<file path="src/rtl/square_root_core.sv">
// rtl/square_root_core.sv - iterative restoring integer square root, one root bit per cycle.
// Optional remainder output register enabled by macro SQRT_REMAINDER_EN.
module square_root_core #(
  parameter int DATA_WIDTH = 16
) (
  input  logic                    clk,
  input  logic                    reset,
  input  logic                    start,
  input  logic [DATA_WIDTH-1:0]   radicand,
  output logic                    busy,
  output logic                    done,
  output logic [DATA_WIDTH/2-1:0] root,
  output logic [DATA_WIDTH/2:0]   remainder
);

  localparam int HALF = DATA_WIDTH / 2;
  localparam int RW   = HALF + 2;
  localparam int CW   = (HALF > 1) ? $clog2(HALF) : 1;

  generate
    if ((DATA_WIDTH % 2) != 0 || DATA_WIDTH < 4) begin : g_bad_width
      $error("square_root_core: DATA_WIDTH must be even and >= 4");
    end
  endgenerate

  typedef enum logic [1:0] {IDLE, ITERATE, DONE} state_t;

  state_t              state, state_next;
  logic [DATA_WIDTH-1:0] rad_q;
  logic [RW-1:0]       rem_q;
  logic [HALF-1:0]     q_q;
  logic [CW-1:0]       cnt;
  logic [HALF-1:0]     root_q;

  logic [RW+1:0]       r_shift;
  logic [RW+1:0]       trial;
  logic [RW+1:0]       rem_next;
  logic [HALF-1:0]     q_next;
  logic                last_step;
  logic                unused_bits;

  // Trial subtraction is two bits wider than the remainder so its sign is exact.
  always_comb begin
    r_shift = {rem_q, rad_q[DATA_WIDTH-1 -: 2]};
    trial   = r_shift - {2'b00, q_q, 2'b01};
    if (!trial[RW+1]) begin
      rem_next = trial;
      q_next   = {q_q[HALF-2:0], 1'b1};
    end else begin
      rem_next = r_shift;
      q_next   = {q_q[HALF-2:0], 1'b0};
    end
  end

  // The remainder never exceeds 2*Q, so the top two bits of rem_next are always zero.
  assign unused_bits = ^rem_next[RW+1:RW];
  assign last_step   = (state == ITERATE) && (cnt == '0);

  always_comb begin
    state_next = state;
    case (state)
      IDLE:    if (start) state_next = ITERATE;
      ITERATE: if (cnt == '0) state_next = DONE;
      DONE:    state_next = IDLE;
      default: state_next = IDLE;
    endcase
  end

  always_ff @(posedge clk) begin
    if (!reset) begin
      state  <= IDLE;
      rad_q  <= '0;
      rem_q  <= '0;
      q_q    <= '0;
      cnt    <= '0;
      root_q <= '0;
    end else begin
      state <= state_next;
      case (state)
        IDLE: begin
          if (start) begin
            rad_q <= radicand;
            rem_q <= '0;
            q_q   <= '0;
            cnt   <= CW'(HALF - 1);
          end
        end
        ITERATE: begin
          rad_q <= rad_q << 2;
          rem_q <= rem_next[RW-1:0];
          q_q   <= q_next;
          if (cnt == '0) begin
            root_q <= q_next;
          end else begin
            cnt <= cnt - 1'b1;
          end
        end
        default: ;
      endcase
    end
  end

`ifdef SQRT_REMAINDER_EN
  logic [HALF:0] rem_out;

  always_ff @(posedge clk) begin
    if (!reset) begin
      rem_out <= '0;
    end else if (last_step) begin
      rem_out <= rem_next[HALF:0];
    end
  end

  assign remainder = rem_out;
`else
  assign remainder = '0;
`endif

  assign busy = (state == ITERATE);
  assign done = (state == DONE);
  assign root = root_q;

endmodule

</file>
<file path="config.mk">
export PLATFORM = sky130hd
export DESIGN_NAME = square_root_core
export DESIGN_NICKNAME = d
export VERILOG_FILES = /design/src/rtl/square_root_core.sv
export SDC_FILE = /design/constraint.sdc
export NUM_CORES = 1
export LEC_CHECK = 0
export CORE_ASPECT_RATIO = 2
export CORE_MARGIN = 4
export CORE_UTILIZATION = 30
export CTS_CLUSTER_SIZE = 12
export DETAILED_ROUTE_END_ITERATION = 6
export PLACE_DENSITY_LB_ADDON = 0.12
export REMOVE_ABC_BUFFERS = 1
export SYNTH_ARGS = -nofsm -noshare
export SYNTH_HDL_FRONTEND = slang
export SYNTH_SLANG_ARGS = --single-unit
</file>
<file path="constraint.sdc">
create_clock -name clk -period 1.8 [get_ports clk]
set_input_delay 0.27 -clock clk [delete_from_list [all_inputs] [get_ports clk]]
set_output_delay 0.27 -clock clk [all_outputs]
set_load 0.005 [all_outputs]
</file>
==> flow_summary.toml, run 1 <==
[sta]
slew_violations = 0
rsz0062_at_grt = "yes"
fmax_mhz = 516
hold_viol_final = 0
timing.final.crit_share_pct = 108
finClkSkew_ns = 0.00563
finalCriticalPeriod_ns = 1.94
setup_viol = 11
holdWs_ns = 0.455
setup_tns_ns = -0.980
setup_slack_ns = -0.139

[finish]
finalNetCount = 407
layout_commonest_cell = "nand2_1"
antenna_cells = 0
drive_above_1_share_pct = 27.8
regArea_sq_um = 952
final_cell_mix = "nand2_1, buf_4, dfxtp_1"
area_growth_pct = 48.4
multiInputGateArea_sq_um = 1520
nFillCells = 760
utilization_pct = 46.0

[setup_path]
crit_fanout = 5
cp-end-kind = "register"
r2r_end = "rem_q[4]"
r2r-start = "q_q[0]"
r2r_cells = 9
cp.required_ns = 1.98
startpoint_type = "register"
startpoint = "q_q[0]"
arrival_ns = 2.12
path_cells = "inv_2 > ha_4 > o211ai_4 > o21ai_4 > o2111a_1 > nor3_4 > buf_6 > mux2i_1 > o21ai_1"
crit_end = "rem_q[4]"
critPathKind = "reg2reg"
max_stage_delay_ns = 0.33
reg2reg_slack_ns = -0.14
slowest_stage = "dfxtp_2"

[power]
comb_power_share_pct = 64.0
p_leak_nw = 1.45
switchingPower_w = 0.00258
power.density_nw_per_um2 = 1960
clkPwrFrac_pct = 16.0
internal_power_w = 0.00438
swShare_pct = 37.1
fin_total_pwr_w = 0.00696
seqPwrFrac_pct = 20.0
ir_drop_v = 0.000956

[route]
vias = 2262
wl_met2_microns = 3620
drc = 0
wl_met1_microns = 2240
wire_per_inst_microns = 13.2
dr.max_layer_used = "met4"
wl_microns = 6210
drt.antenna.violating_nets = 0
first_pass_iters = 4
wl_met3_microns = 167
via_per_inst = 4.79
drt_iter0_markers = 72

[synthesis]
synth_fa_ha_area_share_pct = 5.75
synthSimpleGateAreaFrac_pct = 22.9
synth_warnings = 0
async_flop_share_pct = 0
syn_avg_cell_area_sq_um = 7.93
synth_xor_area_share_pct = 3.29
synth_top_family_by_area = "simple AND/OR/NAND/NOR gates"
syn_area_sq_um = 2390
synth_edf_count = 0
ys.flop_type = "dfxtp_1"
ys_seq_area_share_pct = 39.3
synth_mux_area_share_pct = 3.35
synth.distinct_cells = 41
synth_cells = 302
synth_area_leaders = "dfxtp_1, nand2_1, ha_1"
yosysTopAreaCellShare_pct = 39.3
synth.largest_area_cell = "dfxtp_1"
ys_ff_latch = 47
synth_compound_area_share_pct = 17.7

[floorplan]
chipWidth_microns = 71.2
num_rows = 45
core_area_sq_um = 7710
start_util_pct = 31.0
io_pins = 38
dieArea_sq_um = 9560
die_y_microns = 134

[job]
maxCapViolations = 0

[outcome]
outcome = "complete, but fails checks"
violations = "setup timing"

[cts]
htreeDepth = 2
clock-sinks = 47
cts_root_buffer = "clkbuf_16"
cts_buffer_depth = 2
clk_pin_slew_ns = 0.07
cts_buffers = 5
clk_latency_ns = 0.29
cts_tree = "built"

[global_routing]
first_global_vias = 2286
track_usage_pct = 13.4
gr-total-overflow = 0
grt_pass1_wl_microns = 10200
antenna_found_initial = 0
grt_start_max_net_pins = 30

[min_path]
hold_depth = 2
min_path_type = "reg2reg"
hold_path.startpoint = "root[2]"

[place]
post-dp-hpwl_microns = 4650
routabilityCongestion = 0.819
place_ws_ns = -0.260
io_buffers = 28
-- cell type report --
class	instances	share of cell area (%)
multi-input combinational	227	42.8
tap	94	3.31
timing repair buffer	82	20.5
clock buffer	6	3.91
sequential	47	26.8
clock inverter	2	1.09
inverter	14	1.55
-- how the worst min path moves through the flow --
stage | slack (ns) | to
after floorplan | 0.42 | state[0]
after global placement | 0.44 | root[4]
after detailed placement | 0.45 | root[2]
after CTS | 0.46 | root[2]
after global routing | 0.48 | q_q[7]
final | 0.46 | root[2]
-- worst max-delay path, delay by kind of cell (launching register included) --
family / cells / cell delay, ns
AO/OA/AOI/OAI: 4 / 0.61
flip-flops: 1 / 0.33
adder cells (fa/ha/maj): 1 / 0.25
buffers and inverters: 2 / 0.23
multiplexers: 1 / 0.20
AND/OR/NAND/NOR: 1 / 0.19
-- state kept, by name, indices dropped and copies added (netlist names) --
register,cells
rem_q,10
cnt,3
state,2
root,8
q_q,8
rad_q,16
-- power groups by stage --
stage	combinational, W	sequential (W)	clock, W
after floorplan	0.00221	0.00134	0
after global placement	0.00346	0.00137	0
after detailed placement	0.00348	0.00136	0
after CTS	0.00388	0.00136	0.00115
after global routing	0.00482	0.00141	0.00118
final	0.00446	0.00139	0.00111
-- per-stage QoR --
step,cell area [sq um],instances
CTS,3360,467
global route,3550,472
detailed placement,3070,456
finish,3550,472
floorplan,2300,288
global placement,3070,456
-- kinds of logic (layout without fill, tap and decap cells) --
logic type | after synthesis | in the layout
AND/OR/NAND/NOR | 127 | 127
AO/OA/AOI/OAI | 63 | 63
flip-flops | 47 | 47
buffers and inverters | 36 | 104
adder cells (fa/ha/maj) | 11 | 11
XOR/XNOR | 9 | 9
multiplexers | 8 | 8
other | 1 | 9
-- synth_stat cells, types with 2 or more instances --
cell type / n
dfxtp_1: 47
nor2b_1: 6
xnor2_1: 6
clkbuf_1: 7
inv_1: 12
nand3b_1: 2
o21ai_1: 18
a2bb2oi_1: 2
nand2_1: 71
nor2_1: 35
buf_2: 3
nor3_2: 3
nand2b_1: 4
nor3_1: 2
inv_2: 2
xor2_1: 3
a311oi_1: 14
buf_4: 9
ha_1: 11
a21oi_1: 15
mux2i_1: 8
o21a_1: 2
buf_1: 2
-- timing repair --
action | in CTS | in global routing
endpoints found under the setup margin | 13 | 14
hold buffers | 0 | 0
resized for setup | 17 | 34
cloned | 0 | 0
setup buffers | 3 | 5
pin swaps | 8 | 17
-- metal layers --
layer,vias to the layer above,GRT usage (%)
met5,-,0
met4,0,5.65
met3,14,2.40
met2,40,27.3
met1,1055,12.2
li1,1153,-
No activity file was read; power rests on OpenSTA's default activity.
==> run 2: changes to the inputs <==
Clock period 1.8 ns to 2 ns, I/O delays scaled along.
==> flow_summary.toml, run 2 (synthesis gave the netlist of run 1 again) <==
[min_path]
min_path_type = "reg2reg"

[route]
wl_met2_microns = 3640
dr.max_layer_used = "met4"
drt_iter0_markers = 57
wl_met1_microns = 2100
drt.antenna.violating_nets = 0
wl_microns = 6050
via_per_inst = 4.77
wl_met3_microns = 180
wire_per_inst_microns = 13.4
first_pass_iters = 3
drc = 0
vias = 2157

[sta]
rsz0062_at_grt = "yes"
setup_viol = 0
finalCriticalPeriod_ns = 1.93
slew_violations = 0
timing.final.crit_share_pct = 96.6
setup_slack_ns = 0.0679
worst_pin_slew_ns = 0.603
slew-limit-headroom_pct = 59.7
fmax_mhz = 518
hold_viol_final = 0
finClkSkew_ns = 0.00420

[finish]
area_growth_pct = 37.5
nFillCells = 789
multiInputGateArea_sq_um = 1450
finalNetCount = 387
regArea_sq_um = 946
top_regs = "rad_q: 16 flops, rem_q: 10 flops"
drive_above_1_share_pct = 20.4
top_register = "rad_q"
final_cell_mix = "nand2_1, dfxtp_1, nor2_1"
fin_cells = 452
largest_reg_flops = 16
layout_commonest_cell = "nand2_1"
antenna_cells = 0
fin_area_sq_um = 3290

[floorplan]
dieArea_sq_um = 9560
chipWidth_microns = 71.2
core_area_sq_um = 7710
start_util_pct = 31.0
die_y_microns = 134
io_pins = 38
num_rows = 45

[power]
internal_power_w = 0.00350
p_leak_nw = 1.29
seqPwrFrac_pct = 22.6
comb_power_share_pct = 61.4
swShare_pct = 37.2
clkPwrFrac_pct = 16.0
ir_drop_v = 0.00105
switchingPower_w = 0.00207
power.density_nw_per_um2 = 1690

[place]
routabilityCongestion = 0.813
placed_cells = 441
post-dp-hpwl_microns = 4620
place_ws_ns = -0.0866
io_buffers = 28
postPlaceCellArea_sq_um = 2950

[setup_path]
crit_end = "rem_q[1]"
reg2reg_slack_ns = 0.07
r2r_cells = 10
r2r-start = "q_q[4]"
critPathKind = "reg2reg"
crit_fanout = 5
cp-end-kind = "register"
startpoint = "q_q[4]"
startpoint_type = "register"
r2r_end = "rem_q[1]"
cp.required_ns = 2.18
arrival_ns = 2.11

[job]
maxCapViolations = 0

[global_routing]
track_usage_pct = 13.4
gr-total-overflow = 0
first_global_vias = 2202
grt_start_max_net_pins = 30
antenna_found_initial = 0
grt_pass1_wl_microns = 10000

[cts]
cts_root_buffer = "clkbuf_16"
clk_pin_slew_ns = 0.06
htreeDepth = 2
clk_latency_ns = 0.29
cts_buffer_depth = 2
cts_buffers = 5
clock-sinks = 47
cts_tree = "built"

[outcome]
outcome = "complete, no violations"
-- run 2: changes by cell type in the layout (fill, tap and decap cells not counted), moves of 2 or more --
cell     before  now
buf_4        48   30
dfxtp_1      38   43
dfxtp_2       9    4
buf_6         4    2
inv_2         4    6
nand2_1      69   71
nor3_2        1    3
nor3_4        5    3
-- run 2: worst min path at each step --
stage / start / to / slack (ns) / cells past startpoint
3_3_place_gp: root[0] / root[0] / 0.45 / 2
5_1_grt: root[1] / root[1] / 0.47 / 2
3_5_place_dp: root[4] / root[4] / 0.45 / 2
4_1_cts: root[4] / root[4] / 0.46 / 2
2_1_floorplan: q_q[7] / q_q[7] / 0.43 / 2
6_report: root[4] / root[4] / 0.46 / 2
-- run 2: metrics by stage --
step	util, %	hold WS (ns)	total power (W)	setup TNS (ns)
finish	42.7	0.459	0.00556	0
global route	42.7	0.474	0.00599	-0.215
CTS	41.7	0.462	0.00543	0
detailed placement	38.3	0.452	0.00421	-0.514
global placement	38.3	0.446	0.00420	-0.198
floorplan	-	0.430	0.00319	-4.16
-- run 2: final cells by class --
type	instances	share of cell area (%)
timing repair buffer	62	17.3
clock inverter	1	0.228
multi-input combinational	227	44.0
inverter	14	1.60
tap	94	3.57
clock buffer	7	4.64
sequential	47	28.7
-- run 2: layer usage --
metal	GRT usage [%]	vias to the layer above
met5	0	-
met4	6.28	0
met3	2.78	9
met2	26.9	29
met1	12.0	1012
li1	-	1107
-- run 2: power groups by stage --
stage          clock (W)  combinational (W)  sequential [W]
6_report        0.000891            0.00342         0.00126
5_1_grt         0.000955            0.00376         0.00128
4_1_cts         0.000924            0.00326         0.00124
3_5_place_dp           0            0.00296         0.00125
3_3_place_gp           0            0.00296         0.00124
2_1_floorplan          0            0.00199         0.00120
-- run 2: worst max-delay path, cell delays in order (launching register included) --
cell and delay [ns]:
dfxtp_1 0.33, inv_1 0.07, ha_4 0.18, buf_4 0.13, a21o_1 0.17, buf_4 0.14, nor3_2 0.25, nor3_4 0.09
buf_4 0.15, mux2i_1 0.11, a22o_1 0.19
-- run 2: repair_timing --
action                                  CTS  global route
pin swaps                                 7             6
resized for setup                        18            11
buffers inserted                          3             0
hold buffers                              0             0
cloned                                    0             0
endpoints found under the setup margin   11            11
==> run 3: changes to the inputs <==
Settings changed: CORE_MARGIN 4 to 1.
==> flow_summary.toml, run 3 (synthesis gave the netlist of run 1 again) <==
[route]
wl_microns = 6020
via_per_inst = 4.77
vias = 2145
drt_iter0_markers = 55
wire_per_inst_microns = 13.4
first_pass_iters = 4
drc = 0
drt.antenna.violating_nets = 0

[min_path]
min_path_type = "reg2reg"
hold_path.startpoint = "root[2]"
hold_depth = 2
min_to = "root[2]"

[floorplan]
core_area_sq_um = 7660
num_rows = 45
chipWidth_microns = 65.2
start_util_pct = 31.3
io_pins = 38
dieArea_sq_um = 8360
die_y_microns = 128

[sta]
finClkSkew_ns = 0.00571
slew_violations = 0
fmax_mhz = 529
holdWs_ns = 0.453
setup_viol = 0
hold_viol_final = 0
finalCriticalPeriod_ns = 1.89
timing.final.crit_share_pct = 94.5

[setup_path]
critPathKind = "reg2reg"
r2r-start = "q_q[2]"
reg2reg_slack_ns = 0.11
arrival_ns = 2.07
crit_fanout = 5
cp-end-kind = "register"
startpoint_type = "register"
cp.required_ns = 2.18
r2r_end = "rem_q[2]"
r2r_cells = 9

[place]
routabilityCongestion = 0.830
io_buffers = 28
placed_cells = 440
post-dp-hpwl_microns = 4480

[cts]
clock-sinks = 47
ctsHoldBuffers = 0
cts_root_buffer = "clkbuf_16"
htreeDepth = 2
cts_buffer_depth = 2
clk_latency_ns = 0.29
clk_pin_slew_ns = 0.06
cts_tree = "built"
cts_buffers = 5

[finish]
largest_reg_flops = 16
finalNetCount = 385
antenna_cells = 0
top_regs = "rad_q: 16 flops, rem_q: 10 flops"
top_register = "rad_q"
nFillCells = 828
fin_cells = 450
layout_commonest_cell = "nand2_1"
drive_above_1_share_pct = 21.9
area_growth_pct = 40.1
final_cell_mix = "nand2_1, dfxtp_1, nor2_1"

[power]
fin_total_pwr_w = 0.00590
ir_drop_v = 0.00122
p_leak_nw = 1.30
power.density_nw_per_um2 = 1760

[global_routing]
gr-total-overflow = 0
grt_start_max_net_pins = 30
first_global_vias = 2165
grt_pass1_wl_microns = 9890
antenna_found_initial = 0
track_usage_pct = 15.5

[job]
maxCapViolations = 0

[outcome]
outcome = "complete, no violations"
[run 3: cell types whose count changed in the layout (fill, tap and decap cells not counted), sizes merged]
cell and change:
clkinvlp -1, bufinv +2, buf -2, clkbuf -1
[run 3: layout make-up]
class                      count  area, sq um  share of cell area (%)
tap                           94          118                    3.51
timing repair buffer          60          562                    16.7
clock inverter                 2         60.1                    1.79
sequential                    47          953                    28.4
multi-input combinational    227         1480                    44.1
clock buffer                   6          129                    3.84
inverter                      14         52.6                    1.57
[run 3: how the worst max path moves through the flow]
stage / startpoint / end / slack, ns / cells past startpoint
after global routing: q_q[6] / rem_q[3] / -0.003 / 9
after floorplan: state[0] / rem_q[1] / -0.32 / 4
final: q_q[2] / rem_q[2] / 0.11 / 9
after global placement: q_q[4] / rem_q[2] / -0.04 / 9
after CTS: q_q[0] / rem_q[2] / 0.008 / 9
after detailed placement: q_q[4] / rem_q[2] / -0.10 / 9
[run 3: timing repair]
item	CTS	global route
endpoints found under the setup margin	12	12
buffers inserted	1	1
pin swaps	6	8
gates resized for setup	12	24
[run 3: critical path, cell delays in order, from the launching register on]
cell	delay [ns]
dfxtp_2	0.33
inv_2	0.05
ha_4	0.24
a21oi_4	0.19
o21ai_4	0.09
o2111a_1	0.27
nor3_4	0.19
buf_6	0.17
mux2i_1	0.18
o21ai_1	0.07
[run 3: where the power goes]
| part | switching [W] | internal [W] | leakage, nW |
|---|---|---|---|
| Sequential | 0.000166 | 0.00110 | 0.389 |
| Combinational | 0.00161 | 0.00194 | 0.824 |
| Clock | 0.000365 | 0.000717 | 0.0911 |
| Total | 0.00214 | 0.00376 | 1.30 |
[run 3: metrics by stage]
step	setup slack [ns]	utilization, %	setup TNS [ns]	instance area [sq um]
6_report	0.109	43.8	0	3350
5_1_grt	-0.00317	43.8	-0.00317	3350
4_1_cts	0.00834	42.2	0	3230
3_5_place_dp	-0.102	38.6	-0.603	2960
3_3_place_gp	-0.0373	38.6	-0.136	2960
2_1_floorplan	-0.323	-	-4.16	2300
[run 3: routing by layer]
layer | wire length (microns) | up-vias | global-route usage (%) | part of all wire [%]
li1 | - | 1106 | - | -
met1 | 2180 | 994 | 14.9 | 36
met2 | 3550 | 36 | 30.7 | 59
met3 | 134 | 9 | 2.49 | 2.2
met4 | 158 | 0 | 6.65 | 2.6
met5 | 0 | - | 0 | 0
